**src/rtl/traffic_pkg.sv**
```systemverilog
// Shared phase encodings, FSM state type and default phase durations for the
// traffic phase scheduler.
package traffic_pkg;

    typedef enum logic [1:0] {
        PhPed = 2'd0,
        PhM1  = 2'd1,
        PhM2  = 2'd2,
        PhM3  = 2'd3
    } phase_e;

    typedef enum logic [2:0] {
        StM1,
        StM2,
        StM3,
        StPed,
        StClr
    } state_e;

    localparam int unsigned TM1Def  = 30;
    localparam int unsigned TM2Def  = 10;
    localparam int unsigned TM3Def  = 20;
    localparam int unsigned TPedDef = 30;
    localparam int unsigned TClrDef = 2;

    function automatic phase_e phase_of(state_e st);
        phase_e ph;
        case (st)
            StM2:    ph = PhM2;
            StM3:    ph = PhM3;
            StPed:   ph = PhPed;
            default: ph = PhM1;
        endcase
        return ph;
    endfunction

endpackage

```
**src/rtl/phase_timer.sv**
```systemverilog
// Loadable down-counter: holds at zero, done is high while the count reads zero.
module phase_timer #(
    parameter int unsigned Width  = 5,
    parameter int unsigned RstVal = 0
) (
    input  logic             clk,
    input  logic             rst_n,
    input  logic             load_i,
    input  logic [Width-1:0] value_i,
    output logic             done_o
);

    logic [Width-1:0] count_q, count_d;

    always_comb begin
        count_d = count_q;
        if (load_i) begin
            count_d = value_i;
        end else if (count_q != '0) begin
            count_d = count_q - 1'b1;
        end
    end

    always_ff @(posedge clk or negedge rst_n) begin
        if (!rst_n) begin
            count_q <= Width'(RstVal);
        end else begin
            count_q <= count_d;
        end
    end

    assign done_o = (count_q == '0);

endmodule

```
**src/rtl/phase_scheduler.sv**
```systemverilog
// Four-phase traffic scheduler with all-red clearance, latched pedestrian and
// approach-C requests, and registered light outputs.
module phase_scheduler
    import traffic_pkg::*;
#(
    parameter int unsigned T_M1  = TM1Def,
    parameter int unsigned T_M2  = TM2Def,
    parameter int unsigned T_M3  = TM3Def,
    parameter int unsigned T_PED = TPedDef,
    parameter int unsigned T_CLR = TClrDef
) (
    input  logic       clk,
    input  logic       rst_n,
    input  logic       I,
    input  logic       car_c,
    output logic       a1,
    output logic       a2,
    output logic       b,
    output logic       c,
    output logic [1:0] mode,
    output logic       clr,
    output logic       walk,
    output logic       ped_pend
);

    localparam int unsigned TMaxA = (T_M1 > T_M2) ? T_M1 : T_M2;
    localparam int unsigned TMaxB = (T_M3 > T_PED) ? T_M3 : T_PED;
    localparam int unsigned TMaxC = (TMaxA > TMaxB) ? TMaxA : TMaxB;
    localparam int unsigned TMax  = (TMaxC > T_CLR) ? TMaxC : T_CLR;
    localparam int unsigned Width = (TMax > 1) ? $clog2(TMax) : 1;

    state_e           state_q, nxt_q;
    phase_e           mode_q;
    logic             a1_q, a2_q, b_q, c_q, walk_q, clr_q;
    logic             ped_q, car_q;
    logic             tmr_done;
    logic [Width-1:0] tmr_val;

    // Leaving a phase always starts clearance; leaving clearance starts the stored phase.
    always_comb begin
        tmr_val = Width'(T_CLR - 1);
        if (state_q == StClr) begin
            case (nxt_q)
                StM2:    tmr_val = Width'(T_M2 - 1);
                StM3:    tmr_val = Width'(T_M3 - 1);
                StPed:   tmr_val = Width'(T_PED - 1);
                default: tmr_val = Width'(T_M1 - 1);
            endcase
        end
    end

    phase_timer #(
        .Width  (Width),
        .RstVal (T_M1 - 1)
    ) u_timer (
        .clk    (clk),
        .rst_n  (rst_n),
        .load_i (tmr_done),
        .value_i(tmr_val),
        .done_o (tmr_done)
    );

    always_ff @(posedge clk or negedge rst_n) begin
        if (!rst_n) begin
            state_q <= StM1;
            nxt_q   <= StM2;
            mode_q  <= PhM1;
            a1_q    <= 1'b1;
            a2_q    <= 1'b1;
            b_q     <= 1'b0;
            c_q     <= 1'b0;
            walk_q  <= 1'b0;
            clr_q   <= 1'b0;
            ped_q   <= 1'b0;
            car_q   <= 1'b0;
        end else begin
            if (I && state_q != StPed) ped_q <= 1'b1;
            if (car_c && state_q != StM3) car_q <= 1'b1;
            if (tmr_done) begin
                if (state_q == StClr) begin
                    state_q <= nxt_q;
                    mode_q  <= phase_of(nxt_q);
                    clr_q   <= 1'b0;
                    a1_q    <= (nxt_q == StM1);
                    a2_q    <= (nxt_q == StM1) || (nxt_q == StM2);
                    b_q     <= (nxt_q == StM2);
                    c_q     <= (nxt_q == StM3);
                    walk_q  <= (nxt_q == StPed);
                    // Later assignments win: entry clears beat same-cycle sets.
                    if (nxt_q == StPed) ped_q <= 1'b0;
                    if (nxt_q == StM3) car_q <= 1'b0;
                end else begin
                    state_q <= StClr;
                    clr_q   <= 1'b1;
                    a1_q    <= 1'b0;
                    a2_q    <= 1'b0;
                    b_q     <= 1'b0;
                    c_q     <= 1'b0;
                    walk_q  <= 1'b0;
                    case (state_q)
                        StM1:    nxt_q <= StM2;
                        StM2:    nxt_q <= ped_q ? StPed : (car_q ? StM3 : StM1);
                        default: nxt_q <= StM1;
                    endcase
                end
            end
        end
    end

    assign a1       = a1_q;
    assign a2       = a2_q;
    assign b        = b_q;
    assign c        = c_q;
    assign mode     = mode_q;
    assign clr      = clr_q;
    assign walk     = walk_q;
    assign ped_pend = ped_q;

endmodule
```
**config.mk**
```make
export PLATFORM = sky130hd
export DESIGN_NAME = phase_scheduler
export DESIGN_NICKNAME = d
export VERILOG_FILES = /design/src/rtl/traffic_pkg.sv /design/src/rtl/phase_timer.sv /design/src/rtl/phase_scheduler.sv
export SDC_FILE = /design/constraint.sdc
export NUM_CORES = 1
export LEC_CHECK = 0
export BUFFER_PORTS_ARGS = -buffer_cell sky130_fd_sc_hd__buf_2
export CAP_MARGIN = 5
export CORE_MARGIN = 4
export CORE_UTILIZATION = 55
export DETAILED_ROUTE_END_ITERATION = 6
export GPL_TIMING_DRIVEN = 0
export PLACE_DENSITY_LB_ADDON = 0.25
export SYNTH_ARGS = -nofsm -noshare
export SYNTH_HDL_FRONTEND = slang
export SYNTH_HIERARCHICAL = 1
export SYNTH_SLANG_ARGS = --single-unit
export TNS_END_PERCENT = 20
```
**constraint.sdc**
```tcl
create_clock -name clk -period 2.4 [get_ports clk]
set_input_delay 0.12 -clock clk [delete_from_list [all_inputs] [get_ports clk]]
set_output_delay 0.12 -clock clk [all_outputs]
set_load 0.05 [all_outputs]
```
==> summary.txt <==
Detailed routing
  • Avg WL per Cell: 11.9 um
  • Average vias per placed instance: 5.00
  • Remaining DRCs: 0
  • Antenna Nets Post-Route: 0
  • Starting DRC count in detailed routing: 3
  • Total via count after detailed routing: 680
  • Final wirelength: 1620 um
  • Detailed-routing iteration count for the pre-antenna-repair pass: 2

Synthesis
  • Async set-reset flop share out of synthesis: 100%
  • Dominant cell type by area after synthesis: sky130_fd_sc_hd__dfrtp_1
  • Cells taking the most area after synthesis: sky130_fd_sc_hd__dfrtp_1 (28%), sky130_fd_sc_hd__dfstp_2 (21%), sky130_fd_sc_hd__ha_1 (8.8%), sky130_fd_sc_hd__o2bb2ai_1 (3.5%), sky130_fd_sc_hd__nand2_1 (3.4%)
  • Mean post-synth cell area: 10.6 um^2
  • Yosys top cell area share: 27.7%
  • Flip-flop and latch count after synthesis: 19
  • Post-Syn Area: 995 um^2
  • Count leader, synth: sky130_fd_sc_hd__dfrtp_1
  • Number of distinct library cells after synthesis: 30
  • Gate count of the mapped netlist: 94
  • Number of enable flip-flop cells after synthesis: 0
  • Dominant register cell in the synthesized netlist: sky130_fd_sc_hd__dfrtp_1
  • Most instantiated cells after synthesis: sky130_fd_sc_hd__dfrtp_1 (11), sky130_fd_sc_hd__nand2_1 (9), sky130_fd_sc_hd__nor2_1 (9), sky130_fd_sc_hd__dfstp_2 (8), sky130_fd_sc_hd__inv_1 (8)
  • Synthesized net count: 105
  • Yosys warning count: 6
  • Portion of the post-synthesis area used by sequential elements: 48.8%

Placed design
  • # port buffers: 12
  • Setup slack at placement: 397 ps
  • HPWL after DPL: 1200 um
  • Count of placed standard cells including taps: 131
  • Placer Congestion: 0.834

Layout
  • Final design utilization: 65.0%
  • Area used by multi-input combinational logic: 454 um^2
  • Number of cells in the finished layout apart from fillers: 136
  • Antenna fix cells: 0
  • Layout Nets: 123
  • Reg area: 485 um^2
  • Number of fill cells: 147
  • Layout overhead on the synthesized area: 12.8%
  • Share of cells above drive strength 1: 27.9%

Critical path
  • Levels on crit path: 6
  • Largest fanout on the critical path: 8
  • Reg2reg path depth: 6
  • Top delay family on crit path: simple AND/OR/NAND/NOR gates
  • Type of the worst setup path: reg -> reg
  • Ordered cell list for the critical path: inv_1 > ha_1 > nor4b_4 > and4bb_1 > buf_2 > mux2_4
  • Kind of start point of the critical path: flop
  • Data arrival time of the critical path: 2170 ps
  • R2R Path End: mode[1]
  • Critical Path Sink Type: flop
  • Worst R2R Setup Slack: 420 ps
  • Launch point of the worst reg-to-reg path: u_timer/count_q[0]
  • Required arrival time at the worst endpoint: 2590 ps
  • Worst path max stage delay: 420 ps
  • Buffering stage count on the worst path with inverters included: 2
  • Highest-delay cell along the critical path: sky130_fd_sc_hd__nor4b_4

Hold path
  • HP Start: car_c
  • Worst hold path class: in -> reg
  • Capture endpoint of the worst hold path: car_q
  • Hold path depth: 3

Floorplan
  • Core area: 0.00173 mm^2
  • Die Y: 50.5 um
  • Total die area: 0.00255 mm^2
  • Number of primary I/O pins: 13
  • Die span in x: 50.5 um
  • Number of rows in the core area: 15
  • Initial standard-cell utilization of the core: 57.6%

Timing
  • Shortest period the worst path allows: 1980 ps
  • Unrepaired setup endpoints after global routing: no
  • Final worst-path cycle share: 82.4%
  • Worst Skew: 0.849 ps
  • Maximum achievable frequency: 506 MHz
  • Worst path setup slack after routing: 423 ps
  • Number of hold violations in the final report: 0
  • Final max-slew violation count: 0
  • Worst Hold Slack: 96.0 ps
  • Final setup vio count: 0
  • Setup TNS after final layout: 0 ps

CTS
  • PostCTS Resize Cnt: 0
  • Post-CTS setup buffers: 0
  • CTS tree: yes
  • H-tree lvl count: 1
  • Clock buffer depth: 2
  • Worst-path clk slew: 100 ps
  • TritonCTS Buffers: 3
  • Clock tree sinks: 19
  • Clk Latency, worst-skew pair: 290 ps
  • Root buffer cell: sky130_fd_sc_hd__clkbuf_4

Pwr
  • IR Drop Worst-Case VDD: 0.710 mV
  • Power per standard cell area: 1480 mW/mm^2
  • Pleak: 0.000490 uW

Outcome
  • Result of the run: completed

GRT
  • First-pass GRT wire length: 2760 um
  • Global router's overall resource usage: 14.7%
  • Initial antenna violation count: 0
  • Pin count of the biggest net entering global routing: 20
  • Number of global-route vias before repair: 616
  • Grt total ovfl: 0

Run
  • Max-Cap Viols: 0
==> how the worst max path moves through the flow <==
stage	startpoint	endpoint	slack, ps
detailed placement	u_timer/count_q[0]	mode[1]	400
CTS	u_timer/count_q[0]	mode[1]	380
global route	u_timer/count_q[0]	mode[1]	260
finish	u_timer/count_q[0]	mode[1]	420
global placement	u_timer/count_q[0]	mode[1]	470
floorplan	u_timer/count_q[0]	mode[1]	640
==> layer usage <==
layer	vias to the layer above	GRT usage [%]	routed length [um]
li1	352	-	-
met1	324	19.4	755
met2	4	22.8	837
met3	0	3.56	30
met4	0	6.73	0
met5	-	0	0
==> power by group <==
group	total [uW]	switching [uW]	internal, uW
logic	883	548	335
clock network	161	96.6	64.7
registers	619	118	501
total	1660	763	900
==> state kept, by name, summed over array words and instances, names as in the netlist <==
register and cells:
u_timer/count_q 5, state_q 3, mode 2, nxt_q 2, a1 1, a2 1, b 1, c 1
car_q 1, ped_pend 1, walk 1
==> final cells by class <==
| cell class | count | share of cell area (%) |
|---|---|---|
| multi-input cells | 63 | 40.5 |
| repair buffers | 13 | 6.24 |
| clock buffers | 4 | 2.34 |
| inverters | 8 | 2.68 |
| flip-flops and latches | 19 | 43.3 |
| plain buffers | 4 | 2.23 |
| well taps | 25 | 2.79 |
==> repair_timing <==
item	4_1_cts	5_1_grt
hold buffers	1	0
endpoints found under the hold margin	11	0
setup endpoints to repair	0	0
==> worst min-delay path, stage by stage <==
cell and delay (ps):
sky130_fd_sc_hd__buf_2 80, sky130_fd_sc_hd__a21oi_1 50, sky130_fd_sc_hd__a21oi_1 110
==> metrics by stage <==
stage	power (uW)	area (um^2)
6_report	1660	1120
5_1_grt	1790	1120
4_1_cts	1680	1120
3_5_place_dp	1510	1090
3_3_place_gp	1500	1090
2_1_floorplan	1330	995
==> cell families (layout without fill, tap and decap cells) <==
kind of cell	Yosys count	count (layout)	share of synthesized area, %
compound gates	25	25	17.0
simple gates	25	25	14.2
flops	19	19	48.8
buf+inv	12	29	5.53
fa+ha+maj	7	7	8.80
xor+xnor	3	3	2.64
mux	2	2	2.64
other cells	1	1	0.377
==> cells in the final DEF, fill, tap and decap left out <==
master	synthesis	layout
sky130_fd_sc_hd__buf_2	2	14
sky130_fd_sc_hd__dfrtp_1	11	11
sky130_fd_sc_hd__nor2_1	9	9
sky130_fd_sc_hd__nand2_1	9	9
sky130_fd_sc_hd__inv_1	8	8
sky130_fd_sc_hd__dfstp_2	8	8
sky130_fd_sc_hd__ha_1	7	7
sky130_fd_sc_hd__a21oi_1	5	5
sky130_fd_sc_hd__o21ai_0	5	5
sky130_fd_sc_hd__o2bb2ai_1	4	4
sky130_fd_sc_hd__clkbuf_4	0	3
sky130_fd_sc_hd__xnor2_1	3	3
sky130_fd_sc_hd__o31ai_1	3	3
sky130_fd_sc_hd__or3b_1	2	2
sky130_fd_sc_hd__a22o_1	2	2
sky130_fd_sc_hd__clkbuf_1	1	2
sky130_fd_sc_hd__buf_6	1	1
sky130_fd_sc_hd__and4bb_1	1	1
sky130_fd_sc_hd__nand3b_1	1	1
sky130_fd_sc_hd__o22ai_1	1	1
sky130_fd_sc_hd__mux2_4	1	1
sky130_fd_sc_hd__and2b_1	1	1
sky130_fd_sc_hd__o211ai_1	1	1
sky130_fd_sc_hd__a21oi_2	1	1
sky130_fd_sc_hd__o21bai_1	1	1
sky130_fd_sc_hd__dlygate4sd3_1	0	1
sky130_fd_sc_hd__nor4b_4	1	1
sky130_fd_sc_hd__conb_1	1	1
sky130_fd_sc_hd__o21ai_1	1	1
sky130_fd_sc_hd__nor3_1	1	1
sky130_fd_sc_hd__mux2_2	1	1
sky130_fd_sc_hd__o21ai_2	1	1
Note: power is estimated with default switching activity, not from simulation.
